==> src/rtl/bus_master_pkg.sv <==
// bus_master_pkg: FSM state encoding and default widths/timeout shared by the Wishbone master
package bus_master_pkg;
  typedef enum logic [1:0] {
    IDLE    = 2'd0,
    ACTIVE  = 2'd1,
    RELEASE = 2'd2
  } state_t;
  localparam int ADR_WIDTH_DEF = 16;
  localparam int DAT_WIDTH_DEF = 64;
  localparam int TIMEOUT_DEF   = 255;
endpackage

==> src/rtl/bus_master.sv <==
// bus_master: single-transaction Wishbone classic master with err/timeout reporting
//   clk_i, rst_i (async, active low)
//   req_*  : client request (valid/ready handshake, we, adr, dat)
//   rsp_*  : one-cycle response strobe with data, err and timeout flags
//   m_*    : Wishbone master port (cyc, stb, we, adr, dat out; dat, ack, err in)
module bus_master
  import bus_master_pkg::*;
#(
  parameter int ADR_WIDTH = ADR_WIDTH_DEF,
  parameter int DAT_WIDTH = DAT_WIDTH_DEF,
  parameter int TIMEOUT   = TIMEOUT_DEF
) (
  input  logic                 clk_i,
  input  logic                 rst_i,
  input  logic                 req_valid_i,
  output logic                 req_ready_o,
  input  logic                 req_we_i,
  input  logic [ADR_WIDTH-1:0] req_adr_i,
  input  logic [DAT_WIDTH-1:0] req_dat_i,
  output logic                 rsp_valid_o,
  output logic [DAT_WIDTH-1:0] rsp_dat_o,
  output logic                 rsp_err_o,
  output logic                 rsp_timeout_o,
  output logic                 m_cyc_o,
  output logic                 m_stb_o,
  output logic                 m_we_o,
  output logic [ADR_WIDTH-1:0] m_adr_o,
  output logic [DAT_WIDTH-1:0] m_dat_o,
  input  logic [DAT_WIDTH-1:0] m_dat_i,
  input  logic                 m_ack_i,
  input  logic                 m_err_i
);
  localparam int CW = TIMEOUT > 0 ? $clog2(TIMEOUT + 1) : 1;
  state_t state, state_d;
  logic [CW-1:0] cnt, cnt_d;
  logic cyc_d, stb_d, we_d, rsp_valid_d, rsp_err_d, rsp_to_d, to_hit;
  logic [ADR_WIDTH-1:0] adr_d;
  logic [DAT_WIDTH-1:0] dat_d, rsp_dat_d;
  assign req_ready_o = state == IDLE;
  // a zero TIMEOUT disables the abort entirely
  assign to_hit = TIMEOUT != 0 && cnt == CW'(TIMEOUT - 1);
  always_comb begin
    state_d     = state;
    cnt_d       = cnt;
    cyc_d       = m_cyc_o;
    stb_d       = m_stb_o;
    we_d        = m_we_o;
    adr_d       = m_adr_o;
    dat_d       = m_dat_o;
    rsp_valid_d = 1'b0;
    rsp_err_d   = 1'b0;
    rsp_to_d    = 1'b0;
    rsp_dat_d   = rsp_dat_o;
    case (state)
      IDLE: if (req_valid_i) begin
        state_d = ACTIVE;
        adr_d   = req_adr_i;
        we_d    = req_we_i;
        dat_d   = req_we_i ? req_dat_i : '0;
        cyc_d   = 1'b1;
        stb_d   = 1'b1;
        cnt_d   = '0;
      end
      ACTIVE: if (m_err_i || m_ack_i || to_hit) begin
        state_d     = RELEASE;
        cyc_d       = 1'b0;
        stb_d       = 1'b0;
        rsp_valid_d = 1'b1;
        rsp_err_d   = m_err_i;
        rsp_to_d    = !m_err_i && !m_ack_i;
        // err outranks ack; only a clean read ack returns slave data
        rsp_dat_d   = (m_ack_i && !m_err_i && !m_we_o) ? m_dat_i : '0;
      end else begin
        cnt_d = cnt == CW'(TIMEOUT) ? cnt : cnt + CW'(1);
      end
      default: state_d = IDLE;
    endcase
  end
  always_ff @(posedge clk_i or negedge rst_i) begin
    if (!rst_i) begin
      state         <= IDLE;
      cnt           <= '0;
      m_cyc_o       <= 1'b0;
      m_stb_o       <= 1'b0;
      m_we_o        <= 1'b0;
      m_adr_o       <= '0;
      m_dat_o       <= '0;
      rsp_valid_o   <= 1'b0;
      rsp_err_o     <= 1'b0;
      rsp_timeout_o <= 1'b0;
      rsp_dat_o     <= '0;
    end else begin
      state         <= state_d;
      cnt           <= cnt_d;
      m_cyc_o       <= cyc_d;
      m_stb_o       <= stb_d;
      m_we_o        <= we_d;
      m_adr_o       <= adr_d;
      m_dat_o       <= dat_d;
      rsp_valid_o   <= rsp_valid_d;
      rsp_err_o     <= rsp_err_d;
      rsp_timeout_o <= rsp_to_d;
      rsp_dat_o     <= rsp_dat_d;
    end
  end
endmodule

==> config.mk <==
export PLATFORM = sky130hd
export DESIGN_NAME = bus_master
export DESIGN_NICKNAME = d
export VERILOG_FILES = /design/src/rtl/bus_master_pkg.sv /design/src/rtl/bus_master.sv
export SDC_FILE = /design/constraint.sdc
export NUM_CORES = 1
export LEC_CHECK = 0
export CAP_MARGIN = 10
export CORE_ASPECT_RATIO = 1.2
export CORE_MARGIN = 2
export CORE_UTILIZATION = 38
export DETAILED_ROUTE_END_ITERATION = 16
export HOLD_SLACK_MARGIN = 0.12
export PLACE_DENSITY = 0.77
export SKIP_LAST_GASP = 1
export SLEW_MARGIN = 20
export SYNTH_ARGS = -nofsm -noshare
export SYNTH_HDL_FRONTEND = slang
export SYNTH_SLANG_ARGS = --single-unit
==> constraint.sdc <==
create_clock -name clk_i -period 1.85 [get_ports clk_i]
set_input_delay 0.37 -clock clk_i [delete_from_list [all_inputs] [get_ports clk_i]]
set_output_delay 0.37 -clock clk_i [all_outputs]
set_load 0.1 [all_outputs]
After elaboration in Yosys (flattened, before gate mapping). Index checks and enable logic that the tools add are counted.

Register bits after elaboration: 159. Input bits: 150.

Add/subtract/negate cells: 1. Equality and inequality tests: 7. Multiplexer cells: 18. Reductions and logical operators: 15.

Operator list (count): $mux W64 (2); $mux W8 (3); $eq A8 B8 Y1 const B (2); $pmux W8 S2 (1); $add A8 B1 Y8 const B (1); $mux W1 (8); $ne A2 B2 Y1 const B (4); $reduce_and A2 Y1 (3); $mux W2 (2); $pmux W2 S2 (1); $reduce_and A4 Y1 (1); $logic_and A1 B1 Y1 (3); $logic_not A1 Y1 (3); $reduce_and A3 Y1 (1); $eq A2 B1 Y1 const B (1); $logic_not A2 Y1 (1); $logic_or A1 B1 Y1 (2); $pmux W1 S2 (1); $reduce_bool A2 Y1 (1).

Logic depth before layout (Yosys ltp).
Depth after elaboration: 4. Depth in mapped cells: 7. Gate-level depth less buffers: 6.

Worst setup path before layout. OpenSTA, ideal clock, no wires.

Kind: register -> register. From: register state[1]. To: register m_adr_o[0]. Data arrival time: 2871 ps. Slack: -1149 ps. Stages on the path, launching flop included: 6. Path buffers: 2. Period minus slack after synthesis: 2999 ps. Cell sequence: dfrtp_1 > nor2_1 > nand2_1 > clkbuf_1 > buf_2 > mux2_1.

Cells in the longest elaborated chain, start to end: 2.

Ends and longest elaborated chain: start: declaration (RTL line bus_master.sv:34) `state_t state, state_d;`; start signal: assignment (RTL line bus_master.sv:93) `state <= state_d;`; $logic_not A2 Y1; named net req_ready_o (RTL line bus_master.sv:16) `output logic req_ready_o,`; $reduce_and A2 Y1 (no line); end signal: assignment (RTL line bus_master.sv:98) `m_adr_o <= adr_d;`; end: declaration (RTL line bus_master.sv:27) `output logic [ADR_WIDTH-1:0] m_adr_o,`.

The timed path passes the listed nets, and every way through them passes these cells. A chain may end at the register's enable or synchronous reset.

Worst setup path in the final report.
From: register cnt[0]. To: register cnt[3].

Cells in the longest elaborated chain, start to end: 4. Elaborated cells between the ends (all ways): 10. Classes of those cells: 1 x add/sub; 4 x eq/ne; 3 x mux; 2 x reduce/logical.

Ends and longest elaborated chain: start: declaration (RTL line bus_master.sv:35) `logic [CW-1:0] cnt, cnt_d;`; start signal: assignment (RTL line bus_master.sv:94) `cnt <= cnt_d;`; $add A8 B1 Y8 / $eq A8 B8 Y1 (equally long branches) (RTL line bus_master.sv:74, bus_master.sv:41); $mux W8 / $logic_or A1 B1 Y1 (equally long branches) (RTL line bus_master.sv:74, bus_master.sv:64); $mux W8 / $ne A2 B2 Y1 (equally long branches); $pmux W8 S2 / $reduce_and A4 Y1 (equally long branches).

Parallel ways exist; a longest one is shown, timed or not. The select of a mux whose other input is x is not followed.

==> Flow_metrics.wiki <==
{| class="wikitable"
! Metric !! Value
|-
| Congestion Overflow GR || 0
|-
| Number of global-route vias before repair || 6,045
|-
| Slew @ Worst Pin || between 0.4 and 0.5 ns
|-
| Post-Syn Nets || 806
|-
| Num Clock Sinks || 159
|-
| RSZ-0062 raised after global routing || yes
|-
| Total iterations of the first detailed-routing run || 4
|-
| Total of flip-flops plus latches after synthesis || approximately 160
|-
| Number of enable-type register cells in the synthesized netlist || 0
|-
| Hold crit path type || primary input to asynchronous set/reset pin
|-
| Status || finished with violations
|-
| Count of port buffers added during placement || 300
|-
| FF-to-FF End || cnt[3]$_DFFE_PN0P_
|-
| Yosys top cell by area || sky130_fd_sc_hd__dfrtp_1
|-
| ANT nets after route || 0
|-
| Synth Flop Type || sky130_fd_sc_hd__dfrtp_1
|-
| Depth of the most critical reg-to-reg path || 6
|-
| Peak supply drop || 0.000924 V
|-
| Area share of the leading cell type in the synthesized netlist || 59.7%
|-
| # Max-Cap Violations || 0
|-
| CTS tree || done
|-
| DRC || 0
|-
| Number of levels in the clock H-tree || 4
|-
| Number of setup violations in the final report || 1
|-
| Maximum clock frequency || 539 MHz
|-
| DP HPWL || 14.4 mm
|-
| Fraction of synthesis flops using an asynchronous set or reset pin || 100%
|-
| Endpoint kind of the worst setup timing path || flip-flop
|-
| Post-route non-filler standard cell count || 1,204
|-
| Clock-pin slew on the worst setup and hold paths || 0.06 ns
|-
| Wire length after detailed routing || 19.6 mm
|-
| Leak || 5.49 nW
|-
| Post-detailed-route wirelength per cell || 16.3 µm
|-
| Post-Syn Area per Cell || 10.2 µm²
|-
| Die span in x || 125 µm
|-
| Root buf cell || sky130_fd_sc_hd__clkbuf_16
|-
| Clock Path Buffers || 2
|-
| Most area-consuming cells after synthesis || sky130_fd_sc_hd__dfrtp_1 (60%), sky130_fd_sc_hd__nand2_1 (11%), sky130_fd_sc_hd__mux2i_1 (9.6%), sky130_fd_sc_hd__o21ai_0 (5.0%), sky130_fd_sc_hd__inv_1 (3.8%)
|-
| Violations in the final reports || negative setup slack
|-
| First-pass GRT wire length || roughly 31 mm
|-
| Final instance area || 12,400 µm²
|-
| Number of CTS-inserted buffers || 17
|-
| Initial antenna violation count || 0
|-
| Number of failing hold endpoints at the final stage || 0
|-
| Leading cell types by count after synthesis || sky130_fd_sc_hd__nand2_1 (199), sky130_fd_sc_hd__dfrtp_1 (159), sky130_fd_sc_hd__inv_1 (67), sky130_fd_sc_hd__o21ai_0 (67), sky130_fd_sc_hd__mux2i_1 (64)
|-
| Count of filler cells inserted in the layout || 1,146
|-
| Biggest fanout along the worst timing path || 4
|-
| Worst EP required || between 2 and 2.5 ns
|-
| Starting utilization of the core area || 38.4%
|-
| Worst setup path endpoint || cnt[3]$_DFFE_PN0P_
|-
| P per Cell Area || 1650 nW/µm²
|-
| Startpoint type of the worst setup path || flip-flop
|-
| Critical path startpoint || cnt[0]$_DFFE_PN0P_
|-
| Worst-case setup margin in the final layout || -0.00474 ns
|-
| I/O pin total || 301
|-
| Data arrival time at the worst-slack endpoint || 2.21 ns
|-
| Die outline height || about 150 µm
|-
| CORE AREA || 17,400 µm²
|-
| Maximum number of pins on one net before global-route repair || 66
|-
| Final design utilization || 71.3%
|-
| Count of different cell masters after synthesis || 34
|-
| Standard-cell rows || between 50 and 60
|-
| Max-slew headroom at the worst pin || 72.7%
|-
| GRT Util Overall || about a fifth
|-
| Combined area of all synthesized cells || 6670 µm²
|-
| Period minus WS final || 1.85 ns
|-
| Total number of nets in the final design || 1,123
|-
| Die Area || around 19,000 µm²
|-
| Post-Route Skew || 0.00933 ns
|-
| Setup CP Type || flip-flop to flip-flop
|-
| Number of pins with negative max-slew slack in the final report || 0
|-
| Ant diodes || 0
|-
| Routability-driven placement congestion ratio || 0.769
|-
| Vias || about 5,700
|-
| Via density per instance || 4.75
|-
| Reg-to-Reg Start || cnt[0]$_DFFE_PN0P_
|-
| Clock Latency Late Sink || 0.42 ns
|-
| R2R Setup Slk || -0.005 ns
|-
| Cells after synthesis || around 650
|-
| Syn-to-layout area delta || 85.9%
|-
| Most common cell in the synthesized netlist || sky130_fd_sc_hd__nand2_1
|-
| Post-Place Cell Area || around 12,000 µm²
|-
| Syn. warnings || 0
|-
| Share of cells above drive strength 1 || 25.1%
|-
| Final critical-path share of the clock period || 100%
|-
| Register area share after synthesis || 59.7%
|-
| Placed Cells || roughly 1,200
|-
| Iteration-0 DRC count of the detailed router || 222
|}
[layout make-up]
cell class	count	area (µm²)	share of cell area, %
clock buffers	19	433	3.49
clock inverters	13	235	1.90
repair buffers	336	4900	39.5
multi-input cells	390	2320	18.8
inverters	67	251	2.03
flip-flops and latches	159	3980	32.1
well taps	220	275	2.22
[registers in the layout (all words and copies together) (netlist names), 2 cells and up]
register   cells
rsp_dat_o     64
m_dat_o       64
m_adr_o       16
state          2
cnt            8
[layout by cell type (no fill, tap or decap), types with 2 or more instances in the layout]
master	instances
sky130_fd_sc_hd__clkinv_2	2
sky130_fd_sc_hd__o21ai_0	67
sky130_fd_sc_hd__mux2_4	12
sky130_fd_sc_hd__nand3_1	5
sky130_fd_sc_hd__o21ai_1	2
sky130_fd_sc_hd__nand2_1	198
sky130_fd_sc_hd__a31oi_1	5
sky130_fd_sc_hd__bufinv_16	6
sky130_fd_sc_hd__clkinv_4	2
sky130_fd_sc_hd__clkdlybuf4s50_1	147
sky130_fd_sc_hd__buf_4	26
sky130_fd_sc_hd__and3_1	2
sky130_fd_sc_hd__a21oi_1	6
sky130_fd_sc_hd__inv_1	67
sky130_fd_sc_hd__mux2i_1	64
sky130_fd_sc_hd__nor2_1	4
sky130_fd_sc_hd__clkbuf_1	2
sky130_fd_sc_hd__dfrtp_1	158
sky130_fd_sc_hd__buf_12	160
sky130_fd_sc_hd__clkbuf_16	17
sky130_fd_sc_hd__mux2_2	5
sky130_fd_sc_hd__ha_1	2
[worst min path at each step]
stage                     cells past startpoint  start                        end
after global routing                          2  rst_i  rsp_dat_o[53]$_DFFE_PN0P_
after floorplan                               0  rst_i         cnt[0]$_DFFE_PN0P_
after detailed placement                      1  rst_i  rsp_dat_o[53]$_DFFE_PN0P_
after CTS                                     2  rst_i  rsp_dat_o[53]$_DFFE_PN0P_
final                                         2  rst_i  rsp_dat_o[53]$_DFFE_PN0P_
after global placement                        1  rst_i  rsp_dat_o[53]$_DFFE_PN0P_
[cells by family after synthesis]
family / share of synthesized area (%)
adder cells (fa/ha/maj): 0.375
AND/OR/NAND/NOR: 13.2
flip-flops: 59.7
buffers and inverters: 6.68
AO/OA/AOI/OAI: 7.55
multiplexers: 12.5
[report_power, final]
group          internal, mW  total [mW]  switching (mW)
sequential             4.27        5.14           0.876
combinational          4.03        11.3            7.28
clock                  2.55        4.00            1.46
[per-layer routing]
layer	global-route usage, %	up-vias	share of wire, %
met4	8.72	0	3.0
met5	0	-	0
li1	-	2720	-
met2	36.6	241	51
met1	24.1	2711	38
met3	7.86	42	8.1
[stage by stage]
stage	setup WS [ns]	TNS [ns]	total power, mW	hold WS [ns]
3_3_place_gp	-0.332	-1.98	16.4	0.319
5_1_grt	-0.0793	-0.976	21.1	0.455
4_1_cts	0.0368	0	20.6	0.429
3_5_place_dp	-0.364	-5.56	16.5	0.314
2_1_floorplan	-0.0302	-0.373	11.8	0.0744
6_report	-0.00474	-0.00474	20.4	0.434
[worst max-delay path, stage by stage (launching register included)]
cell                        delay (ns)
sky130_fd_sc_hd__dfrtp_1          0.41
sky130_fd_sc_hd__inv_1            0.08
sky130_fd_sc_hd__ha_1             0.23
sky130_fd_sc_hd__or2_2            0.31
sky130_fd_sc_hd__a41o_4           0.31
sky130_fd_sc_hd__a2111oi_4        0.33
sky130_fd_sc_hd__a211o_1          0.13
[repair_timing]
item                                   in CTS  in global routing
endpoints found under the hold margin      35                  0
resized for setup                           0                  1
setup endpoints to repair                   0                  4
hold buffers                                1                  0
setup buffers                               0                  1
Note: power is estimated with default switching activity, not from simulation.
